[src/rtl/mcycle_muldiv.sv]
// mcycle_muldiv: multi-cycle RISC-V M-extension multiply/divide unit.
// One operation per Start pulse. Each operation runs a fixed WIDTH iterations,
// resolving one bit per clock.
// Handshake: Start is sampled only while idle. Busy is high from the accepting
// edge to the final edge. Done pulses for one cycle when Result1/Result2 update.
// Flush aborts an operation in flight and produces no Done.
module mcycle_muldiv #(
   parameter int WIDTH = 32,
   parameter int CNT_W = 6
) (
   input  logic             CLK,
   input  logic             RESETn,
   input  logic             Start,
   input  logic             Flush,
   input  logic [1:0]       MCycleOp,
   input  logic [WIDTH-1:0] Operand1,
   input  logic [WIDTH-1:0] Operand2,
   output logic [WIDTH-1:0] Result1,
   output logic [WIDTH-1:0] Result2,
   output logic             Busy,
   output logic             Done,
   output logic             state_dbg
);

   typedef enum logic {IDLE = 1'b0, COMPUTE = 1'b1} state_t;

   localparam logic [CNT_W-1:0] LAST     = CNT_W'(WIDTH - 1);
   localparam logic [WIDTH-1:0] MOST_NEG = {1'b1, {(WIDTH-1){1'b0}}};

   state_t             state, state_nxt;
   logic               start_acc, last_iter;
   logic [CNT_W-1:0]   cnt;
   logic               is_div, neg_res, neg_rem, div0, ovf;
   logic [WIDTH-1:0]   x, y, orig_op1;
   logic [2*WIDTH-1:0] acc, acc_nxt, prod;
   logic [WIDTH:0]     rem, rem_sh, rem_diff, rem_nxt, mul_sum;
   logic [WIDTH-1:0]   y_div_nxt, quo, rmd, fin1, fin2;
   logic               in_signed, op1_neg, op2_neg;
   logic [WIDTH-1:0]   op1_mag, op2_mag;

   assign state_dbg = state;

   // State register.
   always_ff @(posedge CLK or negedge RESETn) begin
      if (!RESETn) state <= IDLE;
      else         state <= state_nxt;
   end

   // Next state; Flush beats a completing iteration, Start beats Flush in IDLE.
   always_comb begin
      state_nxt = state;
      start_acc = 1'b0;
      last_iter = 1'b0;
      case (state)
         IDLE: begin
            if (Start) begin
               start_acc = 1'b1;
               state_nxt = COMPUTE;
            end
         end
         COMPUTE: begin
            if (Flush) begin
               state_nxt = IDLE;
            end else if (cnt == LAST) begin
               last_iter = 1'b1;
               state_nxt = IDLE;
            end
         end
         default: state_nxt = IDLE;
      endcase
   end

   // Operand magnitudes and sign decoding at acceptance (op bit 0 = unsigned).
   always_comb begin
      in_signed = ~MCycleOp[0];
      op1_neg   = in_signed & Operand1[WIDTH-1];
      op2_neg   = in_signed & Operand2[WIDTH-1];
      op1_mag   = op1_neg ? -Operand1 : Operand1;
      op2_mag   = op2_neg ? -Operand2 : Operand2;
   end

   // One iteration of shift-add multiply and restoring divide, plus final values.
   always_comb begin
      mul_sum   = {1'b0, acc[2*WIDTH-1:WIDTH]} + {1'b0, (y[0] ? x : '0)};
      acc_nxt   = {mul_sum, acc[WIDTH-1:1]};
      rem_sh    = {rem[WIDTH-1:0], y[WIDTH-1]};
      rem_diff  = rem_sh - {1'b0, x};
      rem_nxt   = rem_diff[WIDTH] ? rem_sh : rem_diff;
      y_div_nxt = {y[WIDTH-2:0], ~rem_diff[WIDTH]};
      prod      = neg_res ? -acc_nxt : acc_nxt;
      quo       = neg_res ? -y_div_nxt : y_div_nxt;
      rmd       = neg_rem ? -rem_nxt[WIDTH-1:0] : rem_nxt[WIDTH-1:0];
      fin1      = prod[WIDTH-1:0];
      fin2      = prod[2*WIDTH-1:WIDTH];
      if (is_div) begin
         if (div0) begin
            fin1 = '1;
            fin2 = orig_op1;
         end else if (ovf) begin
            fin1 = MOST_NEG;
            fin2 = '0;
         end else begin
            fin1 = quo;
            fin2 = rmd;
         end
      end
   end

   // Datapath registers: latch at acceptance, iterate in COMPUTE, load results on the last edge.
   always_ff @(posedge CLK or negedge RESETn) begin
      if (!RESETn) begin
         cnt      <= '0;
         is_div   <= 1'b0;
         neg_res  <= 1'b0;
         neg_rem  <= 1'b0;
         div0     <= 1'b0;
         ovf      <= 1'b0;
         x        <= '0;
         y        <= '0;
         orig_op1 <= '0;
         acc      <= '0;
         rem      <= '0;
         Result1  <= '0;
         Result2  <= '0;
      end else if (start_acc) begin
         cnt      <= '0;
         is_div   <= MCycleOp[1];
         neg_res  <= op1_neg ^ op2_neg;
         neg_rem  <= op1_neg;
         div0     <= (Operand2 == '0);
         ovf      <= in_signed & (Operand1 == MOST_NEG) & (Operand2 == '1);
         x        <= op2_mag;
         y        <= op1_mag;
         orig_op1 <= Operand1;
         acc      <= '0;
         rem      <= '0;
      end else if (state == COMPUTE && !Flush) begin
         cnt <= cnt + 1'b1;
         if (is_div) begin
            y   <= y_div_nxt;
            rem <= rem_nxt;
         end else begin
            y   <= y >> 1;
            acc <= acc_nxt;
         end
         if (last_iter) begin
            Result1 <= fin1;
            Result2 <= fin2;
         end
      end
   end

   // Registered status outputs.
   always_ff @(posedge CLK or negedge RESETn) begin
      if (!RESETn) begin
         Busy <= 1'b0;
         Done <= 1'b0;
      end else begin
         Busy <= (state_nxt == COMPUTE);
         Done <= last_iter;
      end
   end

endmodule
[config.mk]
export PLATFORM = sky130hd
export DESIGN_NAME = mcycle_muldiv
export DESIGN_NICKNAME = d
export VERILOG_FILES = /design/src/rtl/mcycle_muldiv.sv
export SDC_FILE = /design/constraint.sdc
export NUM_CORES = 1
export LEC_CHECK = 0
export ABC_AREA = 1
export BUFFER_PORTS_ARGS = -buffer_cell sky130_fd_sc_hd__buf_2
export CAP_MARGIN = 20
export CORE_MARGIN = 2
export CORE_UTILIZATION = 35
export CTS_CLUSTER_DIAMETER = 150
export DETAILED_ROUTE_END_ITERATION = 12
export GPL_ROUTABILITY_DRIVEN = 0
export GPL_TIMING_DRIVEN = 0
export MAX_ROUTING_LAYER = met4
export PLACE_DENSITY = 0.48
export SYNTH_ARGS = -nofsm -noshare
export SYNTH_HDL_FRONTEND = slang
export SYNTH_SLANG_ARGS = --single-unit
[constraint.sdc]
create_clock -name CLK -period 10.1 [get_ports CLK]
set_input_delay 1.01 -clock CLK [delete_from_list [all_inputs] [get_ports CLK]]
set_output_delay 1.01 -clock CLK [all_outputs]
set_load 0.02 [all_outputs]
==> results.txt, run 1 <==
The sum of net half-perimeters after detailed placement came out at 77200 um. The worst setup path is captured at a flop. The cell area that synthesis handed to floorplanning was 21600 um^2. The worst setup path is of the reg -> reg kind. The number of global-route vias before repair was 22600.

The later-pin clock latency in the skew report came out at 0.59 ns. The total setup buffers inserted after CTS is 0. The final critical path time including I/O delays and setup came out at 5.53 ns. The worst max-slew margin expressed relative to the limit is 0.240. The share of synthesized area in the top cell type comes to 0.310. The fraction of layout cells with a size suffix above 1 is 0.0847. The number of antenna cells inserted is 0.

The peak supply drop is 0.174 mV. The fraction of registers with async set or reset after synthesis came out at 1.00. The top cell type by total area after synthesis is dfrtp_1.

The number of enable flip-flop cells after synthesis came out at 0. In the layout the commonest cells are 864 x nand2_1, 438 x inv_1, 360 x nor2_1. The post-synthesis to final-layout area growth is 14.2%.

The run finished with clean final reports. The critical path's slowest cell is dfrtp_1. The total overflow reported by the global router came out at 0.

The core region is 61400 um^2. The final setup violation count is 0. The maximum number of pins on one net before global-route repair is 81. The start point of the critical path is x[0].

The standard-cell row count came out at 91. The count of clock tree sinks is 268. The share of the Yosys chip area taken by registers is 0.310. The number of max-slew violations in the final report is 0.

The tool flagged a number of max-cap violations equal to 0. The distinct cell type count of the synthesized netlist is 67. The starting utilization of the core area came out at 0.353.

Measured in cells, the most critical reg-to-reg path has a length of 29. The most common flop cell mapped by yosys is dfrtp_1. The number of failing hold endpoints at the final stage is 0. The number of detailed-routing iterations run before antenna repair came out at 5. The number of instances in the synthesized netlist came out at 3349. The clock skew came out at 0.0335 ns. The number of antenna violations at the first check in global routing is 0. Data on the critical path is required at its endpoint by 10.63 ns.

The residual antenna-violating net count after detailed routing is 0. Prior to clock tree synthesis, the placed netlist has a worst setup slack of 4.67 ns. By area the synthesized netlist is led by dfrtp_1 31%, nand2_1 15%, inv_1 7.6%, o21ai_0 7.1%, nor2_1 6.2%. After the first detailed-routing iteration, the DRC count stood at 2401. The largest fanout on the critical path is 10.

The number of warnings printed during yosys synthesis is 0. The number of nets at the end of the flow is 3670. The number of hold-repair buffers added at the cts stage came out at 0.

The die covers 63800 um^2. The worst-margin pin slew is 1.14 ns. The leakage power figure is 12.7 nW. Gates resized during post-CTS repair numbered 0. The wire length after detailed routing came out at 95600 um.

Setup repair after global routing left no endpoint under its margin. The total number of vias is 23900. The average detailed-routed wire length per instance is 22.0 um. In the routed layout, each cell is associated on average with a via count of 5.50.

In this run the worst hold path is classified as in -> async. Summed over all failing endpoints, the final setup total negative slack is 0 ns. The worst-case setup margin in the final layout is 4.57 ns. The worst setup path is launched from a flop.

The clock tree from TritonCTS is built. The achievable clock frequency is 0.181 GHz. The startpoint of the lowest-slack register-to-register path is x[0]. The net count after synthesis is 3492. The power density over cell area came out at 307 nW/um^2. The register clock-pin slew on the reported worst setup and hold paths came out at 0.06 ns. 137 I/O pins were placed. The worst register-to-register path ends at Result1[26]. The most frequent standard cell in the layout excluding fill and tap cells is nand2_1. The delay of the slowest cell on the worst path is 0.48 ns. The arrival time at the worst endpoint is 6.06 ns. The first global-routing pass estimated 142000 um of wire. In this run the clock root is driven by a clkbuf_16.

The tightest hold margin came out at 0.337 ns. The die extent in y came out at 253 um. The die outline width came out at 253 um.

The setup check on the worst reg-to-reg path leaves a slack of 4.57 ns. The share of the cycle needed by the critical path after routing is 0.548. The overall fraction of global-route tracks in use came out at 0.305. The remaining routing DRC violations came out at 0. In this run the deepest clock path goes through 3 buffers.

Input and output buffers added on the ports amount to 136. The number of flip-flops and latches in the synthesized netlist is 268. The H-tree generated during clock tree synthesis spans 2 levels.

The number of buffers created by CTS is 37. The average size of a mapped cell is 6.46 um^2.
[layout make-up]
cell class,instances,area [um^2]
plain buffers,130,563
clock buffers,50,1040
clock inverters,16,265
fillers,6587,36700
inverters,449,1690
multi-input cells,2502,12700
flip-flops and latches,268,6710
well taps,790,988
repair buffers,139,773
[report_power, final]
part,switching (mW),internal (mW)
logic,3.33,1.31
registers,0.258,1.28
clock network,0.563,0.862
[state kept, by name, indices dropped and copies added, names as in the netlist, 6 cells and up]
| signal | count |
|---|---|
| x | 32 |
| acc | 63 |
| rem | 32 |
| Result2 | 32 |
| Result1 | 32 |
| orig_op1 | 32 |
| y | 32 |
| cnt | 6 |
[worst max-delay path: cells and delay by family, from the launching register on]
family | cells | cell delay (ns)
compound gates | 5 | 0.96
fa+ha+maj | 3 | 0.92
buf+inv | 3 | 0.47
flops | 1 | 0.48
simple gates | 18 | 2.64
[Yosys cell counts (3+ instances only)]
| master | n |
|---|---|
| nand2_1 | 864 |
| inv_1 | 438 |
| nor2_1 | 360 |
| o21ai_0 | 307 |
| dfrtp_1 | 268 |
| nand3_1 | 211 |
| a21oi_1 | 187 |
| clkbuf_1 | 103 |
| ha_1 | 71 |
| xor2_1 | 71 |
| nor3_1 | 57 |
| nand4_1 | 50 |
| a31oi_1 | 35 |
| o22ai_1 | 33 |
| nand2_2 | 26 |
| o21bai_1 | 18 |
| a221oi_1 | 17 |
| nand3b_1 | 15 |
| nor2_2 | 15 |
| o21ai_1 | 15 |
| xnor2_1 | 15 |
| nor4_1 | 14 |
| buf_1 | 12 |
| a32oi_1 | 11 |
| o211ai_1 | 11 |
| a21oi_2 | 10 |
| o221ai_1 | 9 |
| a22oi_1 | 7 |
| nand2_4 | 7 |
| o31ai_1 | 7 |
| buf_2 | 6 |
| inv_2 | 6 |
| clkinv_1 | 5 |
| nand3_2 | 5 |
| or2_2 | 5 |
| a21o_1 | 4 |
| o21a_1 | 4 |
| and2_1 | 3 |
| buf_4 | 3 |
| buf_6 | 3 |
| nor2_4 | 3 |
| o21ai_2 | 3 |
[logic make-up (layout without fill, tap and decap cells)]
logic type | Yosys count | count (layout) | synth area share
AND/OR/NAND/NOR | 1645 | 1645 | 0.325
AO/OA/AOI/OAI | 698 | 698 | 0.184
buffers and inverters | 579 | 784 | 0.104
flip-flops | 268 | 268 | 0.310
XOR/XNOR | 86 | 86 | 0.0348
adder cells (fa/ha/maj) | 73 | 73 | 0.0429
[metal layers]
layer | global-route usage | part of all wire | vias up
met5 | - | 0 | -
met4 | 0.0803 | 0.027 | 0
met3 | 0.0428 | 0.077 | 137
met2 | 0.475 | 0.45 | 1034
met1 | 0.415 | 0.45 | 11300
li1 | - | - | 11400
[stage by stage]
stage | area [um^2] | cells | power [mW] | util
2_1_floorplan | 21600 | 3349 | 4.48 | -
3_3_place_gp | 23300 | 4275 | 6.03 | 0.380
3_5_place_dp | 23400 | 4278 | 6.03 | 0.381
4_1_cts | 24700 | 4344 | 7.50 | 0.403
5_1_grt | 24700 | 4344 | 8.12 | 0.403
6_report | 24700 | 4344 | 7.60 | 0.403
[worst max path at each step]
stage | slack (ns) | endpoint | cells after the start
6_report | 4.57 | Result1[26] | 29
5_1_grt | 4.06 | Result1[26] | 29
4_1_cts | 4.68 | Result1[26] | 28
3_5_place_dp | 4.67 | Result1[26] | 29
3_3_place_gp | 2.61 | rem[5] | 1
2_1_floorplan | 6.09 | Result1[30] | 30
(Power assumes the default switching activity.)
==> run 2: changes to the inputs <==
clock period = 5.7 ns   (was 10.1 ns; I/O delays follow)
==> run 2 against run 1 <==
Largest power group unchanged. Power grew 77%. Via count about the same. Wire length shrank 0.19%. Highest routed layer unchanged. Non-clock buffer count rose by 1. Sequential cell count unchanged. First-iteration DRC count down 0.96%. Cell area is 0.10% higher. Combinational power up 77%.
==> results.txt, run 2 (synthesized netlist as in run 1, its figures left out) <==
The run finished with clean final reports. The clock skew came out at 0.0335 ns (-0.00000760 ns). The path class of the tightest hold or removal check is in -> reg. The die extent in y came out at 253 um (unchanged). The number of flip-flops under the largest register name came out at 63 (unchanged). The number of cell instances on the worst register-to-register path is 27 (-6.9%). The startpoint identified for the worst register-to-register timing path is y[31]. The number of max-slew violations in the final report came out at 0 (unchanged).

The peak supply drop came out at 0.310 mV (+78%). The filler cell count in the final layout was 6587 (unchanged). The tree is rooted in a clkbuf_16. The standard-cell row count is 91 (unchanged). The number of maximum-capacitance violations came to 0 (unchanged). The area taken by multi-input logic gates came out at 12700 um^2 (+0.12%). The number of buffers created by CTS is 37 (unchanged). The library cells used most frequently in the layout, excluding fill and tap cells, are 864 x nand2_1, 438 x inv_1, 360 x nor2_1. The number of DRC violations after detailed-routing iteration 0 is 2378 (-0.96%).

The wire length after detailed routing is 95500 um (-0.19%). The library cell used most frequently in the layout, excluding fill and tap cells, is nand2_1. The area used by sequential logic in the layout came out at 6710 um^2 (unchanged). The detailed-route vias per instance came out at 5.49 (about the same). The post-synthesis to final-layout area growth came out at 14.3%.

The total overflow reported by the global router came out at 0 (unchanged). The data required time of the worst path came out at 6.15 ns (-4.48 ns). The residual antenna-violating net count after detailed routing is 0 (unchanged).

The worst max-slew margin expressed relative to the limit came out at 0.237 (-0.00236). The number of failing hold endpoints at the final stage came out at 0 (unchanged). The register clock-pin slew on the reported worst setup and hold paths was 0.06 ns (about the same).

The endpoint identified for the worst register-to-register timing path is Result1[28]. The number of antenna violations at the first check in global routing came out at 0 (unchanged). STA classifies the critical path startpoint as a flop. The hold path depth is 3. The number of nets at the end of the flow is 3671 (+0.027%). The die outline width came out at 253 um (unchanged). The share of the cycle needed by the critical path after routing is 0.918 (+0.371). TritonCTS built the clock tree. The startpoint identified for the worst hold timing path is Operand1[6]. The core area is 61400 um^2 (unchanged).

The arrival time at the worst endpoint is 5.68 ns (-0.38 ns). The final setup violation count is 0 (unchanged). The H-tree depth was 2 (unchanged).

The overall fraction of global-route tracks in use came out at 0.305 (unchanged). The count of clock tree sinks was 268 (unchanged). The worst-margin pin slew was 1.14 ns (+0.00354 ns). The path with the worst hold slack has its endpoint at orig_op1[6]. The number of antenna cells inserted was 0 (unchanged). The wire length of the first global-routing pass is 142000 um (unchanged). The leakage power figure is 12.7 nW (about the same).

The critical path is of the reg -> reg type. The quantity of I/O buffers inserted on ports came out at 136 (unchanged). The remaining routing DRC violations came out at 0 (unchanged). The tightest hold margin came out at 0.298 ns (-0.0395 ns).

The starting utilization of the core area came to 0.353 (unchanged). More flip-flops sit in one register than any other, and that register is acc. The final non-filler cell total came out at 4345 (+0.023%). The number of top-level pins is 137 (unchanged). The number of detailed-routing iterations run before antenna repair is 6 (+1). The maximum number of pins on one net before global-route repair was 81 (unchanged). The total number of vias is 23900 (-0.075%). Setup repair after global routing left no endpoint under its margin. The power density over cell area is 544 nW/um^2 (+77%). The setup TNS came out at 0 ns (unchanged).

The average detailed-routed wire length per instance is 22.0 um (-0.22%). The achievable clock frequency came to 0.191 GHz (+5.7%). The number of placed instances with taps included is 4278 (unchanged). The later-pin clock latency in the skew report is 0.59 ns (about the same). The final critical path time including I/O delays and setup is 5.23 ns (-0.297 ns). The full die area came out at 63800 um^2 (unchanged). The critical path endpoint category is a flop. The number of global-route vias before repair came out at 22600 (+0.0044%).

The fraction of layout cells with a size suffix above 1 is 0.0855 (+0.000820). The final standard cell utilization of the core came out at 0.403 (+0.000408). The sum of net half-perimeters after detailed placement came to 77200 um (unchanged). The register-to-register setup slack is 0.47 ns (-4.10 ns). The largest fanout on the critical path came out at 10 (unchanged).

The maximum buffer depth of the clock tree came out at 3 (unchanged).
-- run 2: layer usage --
metal | up-vias | global-route usage | share of wire
li1 | 11400 | - | -
met3 | 141 | 0.0428 | 0.078
met2 | 1000 | 0.475 | 0.45
met4 | 0 | 0.0803 | 0.027
met1 | 11400 | 0.415 | 0.45
met5 | - | - | 0
-- run 2: worst max-delay path, cell delays in order, from the launching register on --
cell     delay [ns]
dfrtp_1        0.36
inv_1          0.13
ha_1           0.27
fa_1           0.44
inv_1          0.11
nand2_1        0.05
nand2_1        0.08
nand3_1        0.10
nand2_2        0.15
nand2_1        0.08
nand2_2        0.08
nand2_2        0.08
nand2_2        0.11
nand2_2        0.10
nand2_4        0.15
buf_2          0.28
ha_1           0.21
inv_1          0.08
nor4_2         0.29
nand2_1        0.15
nor3_2         0.23
nand2_1        0.13
nor3_1         0.26
nand3_1        0.17
o21ai_0        0.30
a21oi_1        0.13
o21ai_0        0.44
a31oi_1        0.14
-- run 2: how the worst max path moves through the flow --
stage	from	endpoint	slack, ns
2_1_floorplan	y[31]	Result1[30]	1.69
3_3_place_gp	RESETn	rem[5]	-1.35
3_5_place_dp	y[31]	Result1[26]	0.27
4_1_cts	x[0]	Result1[26]	0.28
5_1_grt	x[0]	Result1[26]	0.09
6_report	y[31]	Result1[28]	0.47
-- run 2: power breakdown --
group | switching [mW] | internal [mW] | leakage, nW
clock | 0.995 | 1.53 | 0.636
combinational | 5.90 | 2.32 | 8.53
sequential | 0.458 | 2.27 | 3.51
total | 7.35 | 6.12 | 12.7
-- run 2: final cells by class --
cell class,instances,share of cell area
clock buffers,50,0.0422
multi-input cells,2502,0.513
flip-flops and latches,268,0.271
repair buffers,140,0.0317
clock inverters,16,0.0107
well taps,790,0.0400
plain buffers,130,0.0228
inverters,449,0.0681
-- run 2: stage by stage --
stage | total power [mW] | area (um^2) | setup WS [ns]
6_report | 13.5 | 24700 | 0.465
2_1_floorplan | 7.94 | 21600 | 1.69
3_5_place_dp | 10.7 | 23400 | 0.269
3_3_place_gp | 10.7 | 23300 | -1.35
5_1_grt | 14.4 | 24700 | 0.0884
4_1_cts | 13.3 | 24700 | 0.277
-- run 2: repair_timing --
| item | in CTS | in global routing |
|---|---|---|
| endpoints found under the hold margin | 59 | 0 |
| endpoints found under the setup margin | 0 | 4 |
| hold buffers | 1 | 0 |
| resized for setup | 0 | 4 |
| setup buffers | 0 | 0 |
